$ cat config.mk
export PLATFORM = sky130hd
export DESIGN_NAME = led_show_sched
export DESIGN_NICKNAME = d
export VERILOG_FILES = /design/src/rtl/led_show_sched.sv
export SDC_FILE = /design/constraint.sdc
export NUM_CORES = 1
export LEC_CHECK = 0
export CORE_ASPECT_RATIO = 1.1
export CORE_MARGIN = 5
export CORE_UTILIZATION = 43
export DETAILED_ROUTE_END_ITERATION = 8
export DONT_BUFFER_PORTS = 1
export GPL_ROUTABILITY_DRIVEN = 0
export MAX_ROUTING_LAYER = met4
export PLACE_DENSITY = 0.57
export RECOVER_POWER = 50
export REMOVE_ABC_BUFFERS = 1
export SETUP_SLACK_MARGIN = 0.2
export SLEW_MARGIN = 20
export SYNTH_ARGS = -nofsm -noshare
export SYNTH_HDL_FRONTEND = slang
export SYNTH_SLANG_ARGS = --single-unit
$ cat constraint.sdc
create_clock -name clock -period 4.53 [get_ports clock]
set_clock_uncertainty 0.2 [all_clocks]
set_input_delay 0.906 -clock clock [delete_from_list [all_inputs] [get_ports clock]]
set_output_delay 0.906 -clock clock [all_outputs]
set_load 0.1 [all_outputs]
$ cat src/rtl/led_show_sched.sv
// ---------------------------------------------------------------------------
// led_show_sched
//
// Sequencer for an LED light show. It steps through four LED effects. Each
// effect plays through four Breath periods (io_period 0..3), and a dark gap
// of BLANK_TICKS cycles separates one effect from the next. A push-button
// (io_next) skips ahead, io_hold freezes the show, and io_enable=0 parks the
// show in IDLE.
//
// Build option:
//   SHOW_AUTO_EN defined   : a dwell timer advances io_period every
//                            DWELL_TICKS cycles, and io_next skips straight
//                            to the next effect.
//   SHOW_AUTO_EN undefined : there is no dwell timer. Each io_next press
//                            advances io_period, and a press at period 3
//                            moves on to the next effect.
//
// Parameters:
//   DWELL_TICKS  clock cycles per period step (2..2^20)
//   BLANK_TICKS  clock cycles of dark gap between effects (2..2^20)
//
// Ports:
//   clock        system clock (100 kHz nominal)
//   reset        asynchronous active-low reset
//   io_enable    1 = show runs, 0 = show forced idle
//   io_hold      1 = freeze timer, period and effect
//   io_next      raw asynchronous push-button, active-high
//   io_fx0..3    LED patterns from the effect blocks (io_fx0 = Breath)
//   io_period    period select driven to the Breath block
//   io_sel       active effect index
//   io_leds      registered LED drive
//   io_step      one-cycle pulse on every period or effect change
// ---------------------------------------------------------------------------
module led_show_sched #(
  parameter int DWELL_TICKS = 400000,
  parameter int BLANK_TICKS = 50000
) (
  input  logic       clock,
  input  logic       reset,
  input  logic       io_enable,
  input  logic       io_hold,
  input  logic       io_next,
  input  logic [7:0] io_fx0,
  input  logic [7:0] io_fx1,
  input  logic [7:0] io_fx2,
  input  logic [7:0] io_fx3,
  output logic [1:0] io_period,
  output logic [1:0] io_sel,
  output logic [7:0] io_leds,
  output logic       io_step
);

  typedef enum logic [1:0] {
    IDLE  = 2'd0,
    RUN   = 2'd1,
    HOLD  = 2'd2,
    BLANK = 2'd3
  } state_t;

  localparam int BLANK_W = (BLANK_TICKS > 1) ? $clog2(BLANK_TICKS) : 1;
  localparam logic [BLANK_W-1:0] BLANK_LAST = BLANK_W'(BLANK_TICKS - 1);

`ifdef SHOW_AUTO_EN
  localparam int DWELL_W = (DWELL_TICKS > 1) ? $clog2(DWELL_TICKS) : 1;
  localparam logic [DWELL_W-1:0] DWELL_LAST = DWELL_W'(DWELL_TICKS - 1);

  logic [DWELL_W-1:0] dwell_cnt_r;
`endif

  state_t             state_r;
  logic [BLANK_W-1:0] blank_cnt_r;
  logic [1:0]         period_r;
  logic [1:0]         sel_r;
  logic [7:0]         leds_r;
  logic               step_r;

  // The button synchronizer and the edge-detect history.
  logic sync1_r;
  logic sync2_r;
  logic prev_r;

  logic       next_ev_s;
  logic [7:0] fx_sel_s;

  // Rising edge of the synchronized button. A long press makes one event.
  assign next_ev_s = sync2_r & ~prev_r;

  // Select the pattern of the active effect.
  always_comb begin
    fx_sel_s = 8'h00;
    case (sel_r)
      2'd0:    fx_sel_s = io_fx0;
      2'd1:    fx_sel_s = io_fx1;
      2'd2:    fx_sel_s = io_fx2;
      2'd3:    fx_sel_s = io_fx3;
      default: fx_sel_s = 8'h00;
    endcase
  end

  // Show FSM: the synchronizer, the counters and all registered outputs.
  always_ff @(posedge clock or negedge reset) begin
    if (!reset) begin
      state_r     <= IDLE;
      blank_cnt_r <= '0;
      period_r    <= 2'd0;
      sel_r       <= 2'd0;
      leds_r      <= 8'h00;
      step_r      <= 1'b0;
      sync1_r     <= 1'b0;
      sync2_r     <= 1'b0;
      prev_r      <= 1'b0;
`ifdef SHOW_AUTO_EN
      dwell_cnt_r <= '0;
`endif
    end else begin
      sync1_r <= io_next;
      sync2_r <= sync1_r;
      prev_r  <= sync2_r;
      step_r  <= 1'b0;

      // The LEDs follow the state of the previous cycle, so they trail
      // state and io_sel by one clock.
      if ((state_r == RUN) || (state_r == HOLD)) begin
        leds_r <= fx_sel_s;
      end else begin
        leds_r <= 8'h00;
      end

      if (!io_enable) begin
        state_r     <= IDLE;
        blank_cnt_r <= '0;
        period_r    <= 2'd0;
        sel_r       <= 2'd0;
`ifdef SHOW_AUTO_EN
        dwell_cnt_r <= '0;
`endif
      end else begin
        case (state_r)
          IDLE: begin
            state_r     <= RUN;
            blank_cnt_r <= '0;
            period_r    <= 2'd0;
            sel_r       <= 2'd0;
`ifdef SHOW_AUTO_EN
            dwell_cnt_r <= '0;
`endif
          end

          RUN: begin
            if (io_hold) begin
              state_r <= HOLD;
            end else if (next_ev_s) begin
`ifdef SHOW_AUTO_EN
              state_r     <= BLANK;
              blank_cnt_r <= '0;
              dwell_cnt_r <= '0;
`else
              if (period_r == 2'd3) begin
                state_r     <= BLANK;
                blank_cnt_r <= '0;
              end else begin
                period_r <= period_r + 2'd1;
                step_r   <= 1'b1;
              end
`endif
            end
`ifdef SHOW_AUTO_EN
            else if (dwell_cnt_r == DWELL_LAST) begin
              dwell_cnt_r <= '0;
              if (period_r == 2'd3) begin
                state_r     <= BLANK;
                blank_cnt_r <= '0;
              end else begin
                period_r <= period_r + 2'd1;
                step_r   <= 1'b1;
              end
            end else begin
              dwell_cnt_r <= dwell_cnt_r + 1'b1;
            end
`endif
          end

          // Everything stays frozen. Button events are dropped.
          HOLD: begin
            if (!io_hold) begin
              state_r <= RUN;
            end
          end

          // The dark gap between effects. Button events are dropped.
          BLANK: begin
            if (blank_cnt_r == BLANK_LAST) begin
              state_r     <= RUN;
              blank_cnt_r <= '0;
              sel_r       <= sel_r + 2'd1;
              period_r    <= 2'd0;
              step_r      <= 1'b1;
`ifdef SHOW_AUTO_EN
              dwell_cnt_r <= '0;
`endif
            end else begin
              blank_cnt_r <= blank_cnt_r + 1'b1;
            end
          end

          default: begin
            state_r <= IDLE;
          end
        endcase
      end
    end
  end

  assign io_period = period_r;
  assign io_sel    = sel_r;
  assign io_leds   = leds_r;
  assign io_step   = step_r;

endmodule

* Word-level counts from Yosys, hierarchy flattened
Index checks and enable logic that the tools add are counted.
Operators by class: shift operators 0, mux-type cells 30, equal/unequal tests 18, divide/modulo/power cells 0, bitwise operators 2, magnitude comparators 0, reductions and logical operators 7, $add $sub $neg 3, $mul 0
Operators by type and width (number):
- 16-bit 2-to-1 mux | 5
- 16-bit case mux with 3 select lines | 1
- 8-bit case mux with 4 select lines | 1
- 2-bit 2-to-1 mux | 13
- 16-bit by 1-bit adder with 16-bit output, second input constant | 1
- 16-bit equality test, second input constant | 1
- 3-bit inequality test, second input constant | 5
- 2-bit equality test, second input constant | 5
- 8-bit 2-to-1 mux | 1
- 2-bit case mux with 4 select lines | 1
- 4-bit AND reduction | 2
- 2-bit case mux with 3 select lines | 1
- 1-bit 2-to-1 mux | 5
- 5-bit AND reduction | 1
- 2-bit by 1-bit adder with 2-bit output, second input constant | 2
- 2-bit by 1-bit equality test with 1-bit output, second input constant | 2
- 2-bit logical NOT | 2
- 4-bit by 1-bit inequality test with 1-bit output, second input constant | 1
- 4-bit by 3-bit inequality test with 1-bit output, second input constant | 1
- 4-bit inequality test, second input constant | 1
- 2-bit case mux with 2 select lines | 1
- 3-bit by 1-bit inequality test with 1-bit output, second input constant | 1
- 3-bit by 2-bit inequality test with 1-bit output, second input constant | 1
- 1-bit case mux with 2 select lines | 1
- other kinds (4) | 4
Word-level totals: input port bits 37, bits in writable memories 0, bits in registers 34, bits in latches 0, word-level logic and storage cells 69, output and inout bits 13, memories 0, bits in read-only memories 0

* Longest topological paths before layout
Gate-level depths: netlist (run 1).
word-level depth 6, mapped depth 7

* Least setup slack after synthesis (run 1)
No wires, ideal clock.
kind register to register, start register period_r[0] (netlist: io_period[0]), end register blank_cnt_r[10], required time 4.210 ns, data arrival time 2.113 ns, setup slack 2.097 ns, library setup time 0.120 ns, clock period less this slack 2.433 ns, stages on the path, launching flop included 6, path buffers 1, cell sequence dfrtp_1 > ha_1 > a21oi_1 > nor2_1 > buf_2 > a31o_2
Between the ends: word-level cells in the longest chain between the ends 3
Ends and longest elaborated chain:
- start, declared | line 72 | logic [1:0] period_r;
- start signal, assigned | line 162 | period_r <= period_r + 2'd1;
- 2-bit equality test | line 158 | if (period_r == 2'd3) begin
- 3-bit by 2-bit inequality test with 1-bit output (no line)
- 4-bit AND reduction (no line)
- end signal, assigned | line 202 | blank_cnt_r <= blank_cnt_r + 1'b1;
- end, declared | line 71 | logic [BLANK_W-1:0] blank_cnt_r;
Every way passes these cells. A chain may end at the register's enable or synchronous reset.

* Worst setup path in the final report (run 1)
start register blank_cnt_r[11], end register blank_cnt_r[0]
Between the ends: word-level cells in the longest chain between the ends 4
Ends and longest elaborated chain:
- 16-bit equality test | line 192 | if (blank_cnt_r == BLANK_LAST) begin
- 16-bit 2-to-1 mux | line 192
- 16-bit case mux with 3 select lines | line 138 | case (state_r)
- 16-bit 2-to-1 mux | line 129 | if (!io_enable) begin
Every way passes these cells.

==> impl_metrics.yaml, run 1 <==
timing:
  tightest_slew_ns: 1.038
  rsz0062_at_grt: "false"
  setup_viol: 0
  post-route-min-period_ns: 3.055
  post-route-period-util_pct: 67.43
  finalHoldViolations: 0
  fmax_mhz: 327.4
  maxSlewViolCount: 0
  tns_ns: 0
  slew_headroom_pct: 30.80
global_route:
  grt_max_degree: 35
  antenna_found_initial: 0
  gr-total-overflow: 0
  grt_pass1_wl_mm: 7.645
  track_usage_pct: 17.24
  grt_pass1_vias: 1605
layout:
  instances_no_fill: 253
  antenna_cells: 0
  fill_cells: 409
  finalNetCount: 246
  drive_gt1_share_pct: 7.538
  area_growth_syn_to_layout_pct: 5.701
  ff_latch_area_um2: 850.8
  multiInputGateArea_um2: 1045
clock_network:
  clk_path_buf_depth: 2
  path_clk_slew_ns: 0.07
  cts.hold.buffers_added: 0
  cts_resized: 0
  insertion_delay_ns: 0.28
  tritoncts: "done"
  cts_buffers: 5
  htree_levels: 2
  cts_setup_buffers: 0
  cts-root-buf: "clkbuf_8"
  cts.sinks: 34
critical_path:
  cp_data_arrival_time_ns: 3.02
  cp-end-kind: "flip-flop"
  path_max_fanout: 18
  crit_type: "reg -> reg"
  required_ns: 4.50
  start_kind: "flip-flop"
die:
  die_y_um: 80.69
  core_um2: 4348
  std_cell_rows: 25
  dieArea_um2: 5992
  die_x_um: 74.26
  start_util_pct: 44.92
  io_pins: 50
placed_design:
  port_buffers: 0
  dp_cells: 246
  dpl.hpwl_mm: 3.390
power:
  ir_drop_uv: 200.8
  p_leak_nw: 0.8732
  total_power_w: 0.0007566
  p_per_area_nw_per_um2: 366.5
job:
  maxCapViolCount: 0
drt:
  drcViolationCount: 0
  wl_mm: 4.687
  wire_per_inst_um: 18.53
  viasPerCell: 6.348
  drt_first_pass_iters: 4
  drtIter0Drc: 91
  vias: 1606
  antenna_left: 0
logic_synthesis:
  syn_area_per_cell_um2: 9.815
  yosysWarningCount: 0
  ys_ff_latch: 34
  synth_cells: 199
  ys_types: 42
  syn-cell-area_um2: 1953
  ys_seq_area_share_pct: 43.56
run_status:
  status: "finished clean"
worst_hold_path:
  worstHoldPathType: "in -> async"
-- layout make-up --
type / instances / area share, %
Sequential cell: 34 / 41.21
Tap cell: 54 / 3.273
Clock inverter: 2 / 0.4848
Inverter: 6 / 1.091
Multi-Input combinational cell: 152 / 50.61
Clock buffer: 5 / 3.333
-- report_power, final --
group	internal (W)	switching, W
Clock	0.000103	0.000106
Combinational	0.0000370	0.0000552
Sequential	0.000323	0.000133
-- placed cells by master, fill, tap and decap left out, types with 3 or more instances in the layout --
cell      count
dfrtp_1      34
nand2_1      19
o21ai_0      19
a22o_1       11
and2_1       10
ha_1         10
a222oi_1      8
nor2_1        8
nor3_1        8
inv_1         6
nand3_1       6
nor4_1        5
nor2b_1       5
a21oi_1       5
clkbuf_8      5
mux2_2        3
nand4_1       3
o21ai_1       3
a31o_2        3
-- kinds of logic after synthesis --
group	Yosys count	synth area share, %
fa+ha+maj	10	6.406
simple gates	77	21.72
compound gates	60	22.74
buf+inv	13	2.755
flops	34	43.56
mux	5	2.819
-- metal layers --
layer / part of all wire, % / track usage, % / wire length [um] / vias up
met2: 49 / 28.01 / 2282 / 58
met5: 0 / - / 0 / -
met3: 7.2 / 5.006 / 339 / 4
met1: 43 / 19.95 / 1999 / 788
li1: - / - / - / 756
met4: 1.4 / 6.762 / 66 / 0
-- state kept, by name, summed over array words and instances (netlist names) --
name / cells
state_r: 2
io_step: 1
io_sel: 2
io_leds: 8
io_period: 2
prev_r: 1
blank_cnt_r: 16
sync1_r: 1
sync2_r: 1
-- final timing paths --
kind	depth (start not counted)	slack, ns	start	to
worst max-delay path	4	1.48	blank_cnt_r[11]$_DFFE_PN0P_	blank_cnt_r[0]$_DFFE_PN0P_
worst min-delay path	0	0.11	reset	io_leds[7]$_DFF_PN0_
worst max register to register	4	1.48	blank_cnt_r[11]$_DFFE_PN0P_	blank_cnt_r[0]$_DFFE_PN0P_
worst min register to register	0	0.15	sync1_r$_DFF_PN0_	sync2_r$_DFF_PN0_
max in group asynchronous	0	3.94	reset	blank_cnt_r[0]$_DFFE_PN0P_
min in group clock	0	0.15	sync1_r$_DFF_PN0_	sync2_r$_DFF_PN0_
-- stage by stage --
stage	util, %	instance area [um^2]	worst slack, ns	hold slack, ns
after floorplan	-	1922	2.030	0.1312
after global placement	45.76	1989	1.604	0.1463
after detailed placement	45.76	1989	1.581	0.1378
after CTS	47.57	2068	1.550	0.1012
after global routing	47.48	2064	1.267	0.08819
final	47.48	2064	1.475	0.1102
-- cells in the mapped netlist --
cell / number / area (um^2)
o41ai_4: 1 / 27.53
mux2i_1: 1 / 10.01
a21oi_1: 5 / 25.02
mux2_1: 1 / 11.26
or4b_4: 1 / 13.76
buf_2: 1 / 5.000
nand4b_1: 1 / 8.760
o21a_1: 2 / 15.01
nand2_1: 19 / 71.32
clkbuf_1: 5 / 18.77
a222oi_1: 8 / 80.08
or2_2: 1 / 6.260
nor2_1: 8 / 30.03
inv_1: 6 / 22.52
a31oi_1: 1 / 6.260
o41a_1: 1 / 11.26
nor3_1: 8 / 40.04
nor2b_1: 5 / 31.28
mux2_2: 3 / 33.78
nand4bb_1: 1 / 11.26
o31ai_1: 2 / 15.01
and4_1: 2 / 17.52
a22oi_1: 1 / 7.510
dfrtp_1: 34 / 850.8
nor4bb_1: 1 / 10.01
o21ai_0: 19 / 95.09
nand2b_1: 1 / 6.260
and3_1: 2 / 12.51
ha_1: 10 / 125.1
nor4_1: 5 / 31.28
o211ai_1: 1 / 7.510
nand4_1: 3 / 18.77
nand3_1: 6 / 30.03
o21ai_1: 3 / 15.01
o2bb2ai_1: 1 / 8.760
a21o_1: 1 / 7.510
a22o_1: 11 / 96.34
and2_1: 10 / 62.56
nand3b_1: 2 / 15.01
or4_1: 1 / 7.510
a31o_2: 3 / 26.28
buf_4: 1 / 7.510
-- critical path: stages, from the launching register on --
cell     delay (ns)
dfrtp_1        0.43
or4b_1         0.62
o41ai_4        0.88
nor2_1         0.43
mux2_2         0.37
Power figures use the tool's default switching activity.
==> inputs of run 2 (changes only) <==
- clock period: 4.53 -> 3.05 ns (I/O delays scaled with it)
==> run 2 against run 1 <==
The flow now finishes with violations (capacitance limit, slew limit); clock-buffer cell count up 2; flip-flop and latch count stayed put; design area up 3.0%; total power is 51% higher; via count grew 0.31%; hold slack gained 0.044 ns; maximum frequency rose by 17%; non-clock buffer count is 8 higher; final cell count up 3.2%; global-route usage grew 0.25 points; critical path type unchanged; highest routed layer unchanged.
==> impl_metrics.yaml, run 2 (synthesized netlist as in run 1, its figures left out) <==
clock_network:
  cts-root-buf: "clkbuf_8"
  cts.sinks: 34
  htree_levels: 2
  cts_buffers: 5
  insertion_delay_ns: 0.28
  cts_resized: 0
  tritoncts: "done"
  path_clk_slew_ns: 0.06
  clk_path_buf_depth: 2
layout:
  largest_register_ffs: 16
  drive_gt1_share_pct: 8.696
  layout_commonest_cell: "dfrtp_1"
  fill_cells: 394
  finalNetCount: 254
  regMostFlops: "blank_cnt_r"
  fin_util_pct: 48.89
  final_design_area_no_fill_um2: 2126
  layout_common_cells: "dfrtp_1, nand2_1, o21ai_0"
  multiInputGateArea_um2: 1049
  antenna_cells: 0
  ff_latch_area_um2: 850.8
  area_growth_syn_to_layout_pct: 8.841
drt:
  viasPerCell: 6.172
  drcViolationCount: 0
  wire_per_inst_um: 18.26
  drtIter0Drc: 141
  wl_mm: 4.767
  drt_first_pass_iters: 7
  vias: 1611
  antenna_left: 0
critical_path:
  start_kind: "flip-flop"
  required_ns: 3.07
  cp-end-kind: "flip-flop"
  path_max_fanout: 12
  crit_type: "reg -> reg"
  cp_data_arrival_time_ns: 2.63
timing:
  tns_ns: 0
  setup_viol: 0
  maxSlewViolCount: 35
  tightest_slew_ns: 1.536
  post-route-min-period_ns: 2.607
  fmax_mhz: 383.5
  rsz0062_at_grt: "false"
  post-route-period-util_pct: 85.49
  finalHoldViolations: 0
  timing.hold.ws_ns: 0.1544
  slew_headroom_pct: -2.377
die:
  die_y_um: 80.69
  die_x_um: 74.26
  io_pins: 50
  core_um2: 4348
  std_cell_rows: 25
  dieArea_um2: 5992
  start_util_pct: 44.92
run_status:
  status: "finished with violations"
  violations: "capacitance limit, slew limit"
power:
  total_power_w: 0.001139
  p_per_area_nw_per_um2: 536.0
  p_leak_nw: 0.9105
  ir_drop_uv: 275.7
worst_hold_path:
  worstHoldPathType: "in -> reg"
global_route:
  grt_pass1_wl_mm: 7.783
  grt_pass1_vias: 1603
  grt_use_met1_pct: 20.78
  gr-total-overflow: 0
  track_usage_pct: 17.49
  use_met2_pct: 27.93
  antenna_found_initial: 0
  grt_max_degree: 35
  busiest_layer: "met2"
  met3_usage_pct: 4.881
placed_design:
  placed_cell_area_um2: 2034
  dpl.hpwl_mm: 3.472
  port_buffers: 0
job:
  maxCapViolCount: 1
## run 2: cell types whose count changed in the layout (fill, tap and decap cells not counted), sizes merged
| cell | delta |
|---|---|
| buf | +4 |
| clkbuf | +4 |
| clkinv | -2 |
| dlygate4sd3 | +1 |
| dlymetal6s4s | +1 |
## run 2: cell type report
type | count | share of cell area [%]
tap | 54 | 3.178
multi-input combinational | 152 | 49.32
timing repair buffer | 8 | 2.825
clock buffer | 7 | 3.590
inverter | 6 | 1.059
sequential | 34 | 40.02
## run 2: timing repair
action,4_1_cts,5_1_grt
hold endpoints to repair,34,0
setup buffers,0,0
hold buffers,2,0
## run 2: per-stage QoR
step	std cells	worst slack, ns
6_report	261	0.4425
4_1_cts	261	0.4540
3_3_place_gp	252	0.5711
2_1_floorplan	192	0.5497
5_1_grt	261	0.2418
3_5_place_dp	252	0.4707
## run 2: path summary, 6_finish.rpt
path / slack [ns] / start / end / cells after the start
min in group asynchronous: 1.17 / reset / blank_cnt_r[3]$_DFFE_PN0P_ / 2
max in group asynchronous: 0.59 / reset / sync1_r$_DFF_PN0_ / 2
worst min register to register: 0.16 / sync1_r$_DFF_PN0_ / sync2_r$_DFF_PN0_ / 0
worst max register to register: 0.44 / state_r[0]$_DFFE_PN0P_ / blank_cnt_r[0]$_DFFE_PN0P_ / 6
worst min-delay path: 0.15 / io_next / sync1_r$_DFF_PN0_ / 0
worst max-delay path: 0.44 / state_r[0]$_DFFE_PN0P_ / blank_cnt_r[0]$_DFFE_PN0P_ / 6
## run 2: worst max-delay path, cell delays in order (launching register included)
cell and delay [ns]:
dfrtp_1 0.40, inv_1 0.09, ha_1 0.41, o21ai_0 0.38, a21oi_1 0.11, nor2_1 0.67
mux2_2 0.29
## run 2: report_power, final
part           internal, W  total (W)  switching (W)
registers         0.000479   0.000672       0.000193
logic            0.0000616   0.000160      0.0000988
clock network     0.000157   0.000307       0.000150
## run 2: metal layers
| metal | share of wire, % | wire [um] |
|---|---|---|
| met3 | 6.5 | 309 |
| met5 | 0 | 0 |
| met1 | 43 | 2064 |
| met4 | 1.4 | 68 |
| met2 | 49 | 2324 |
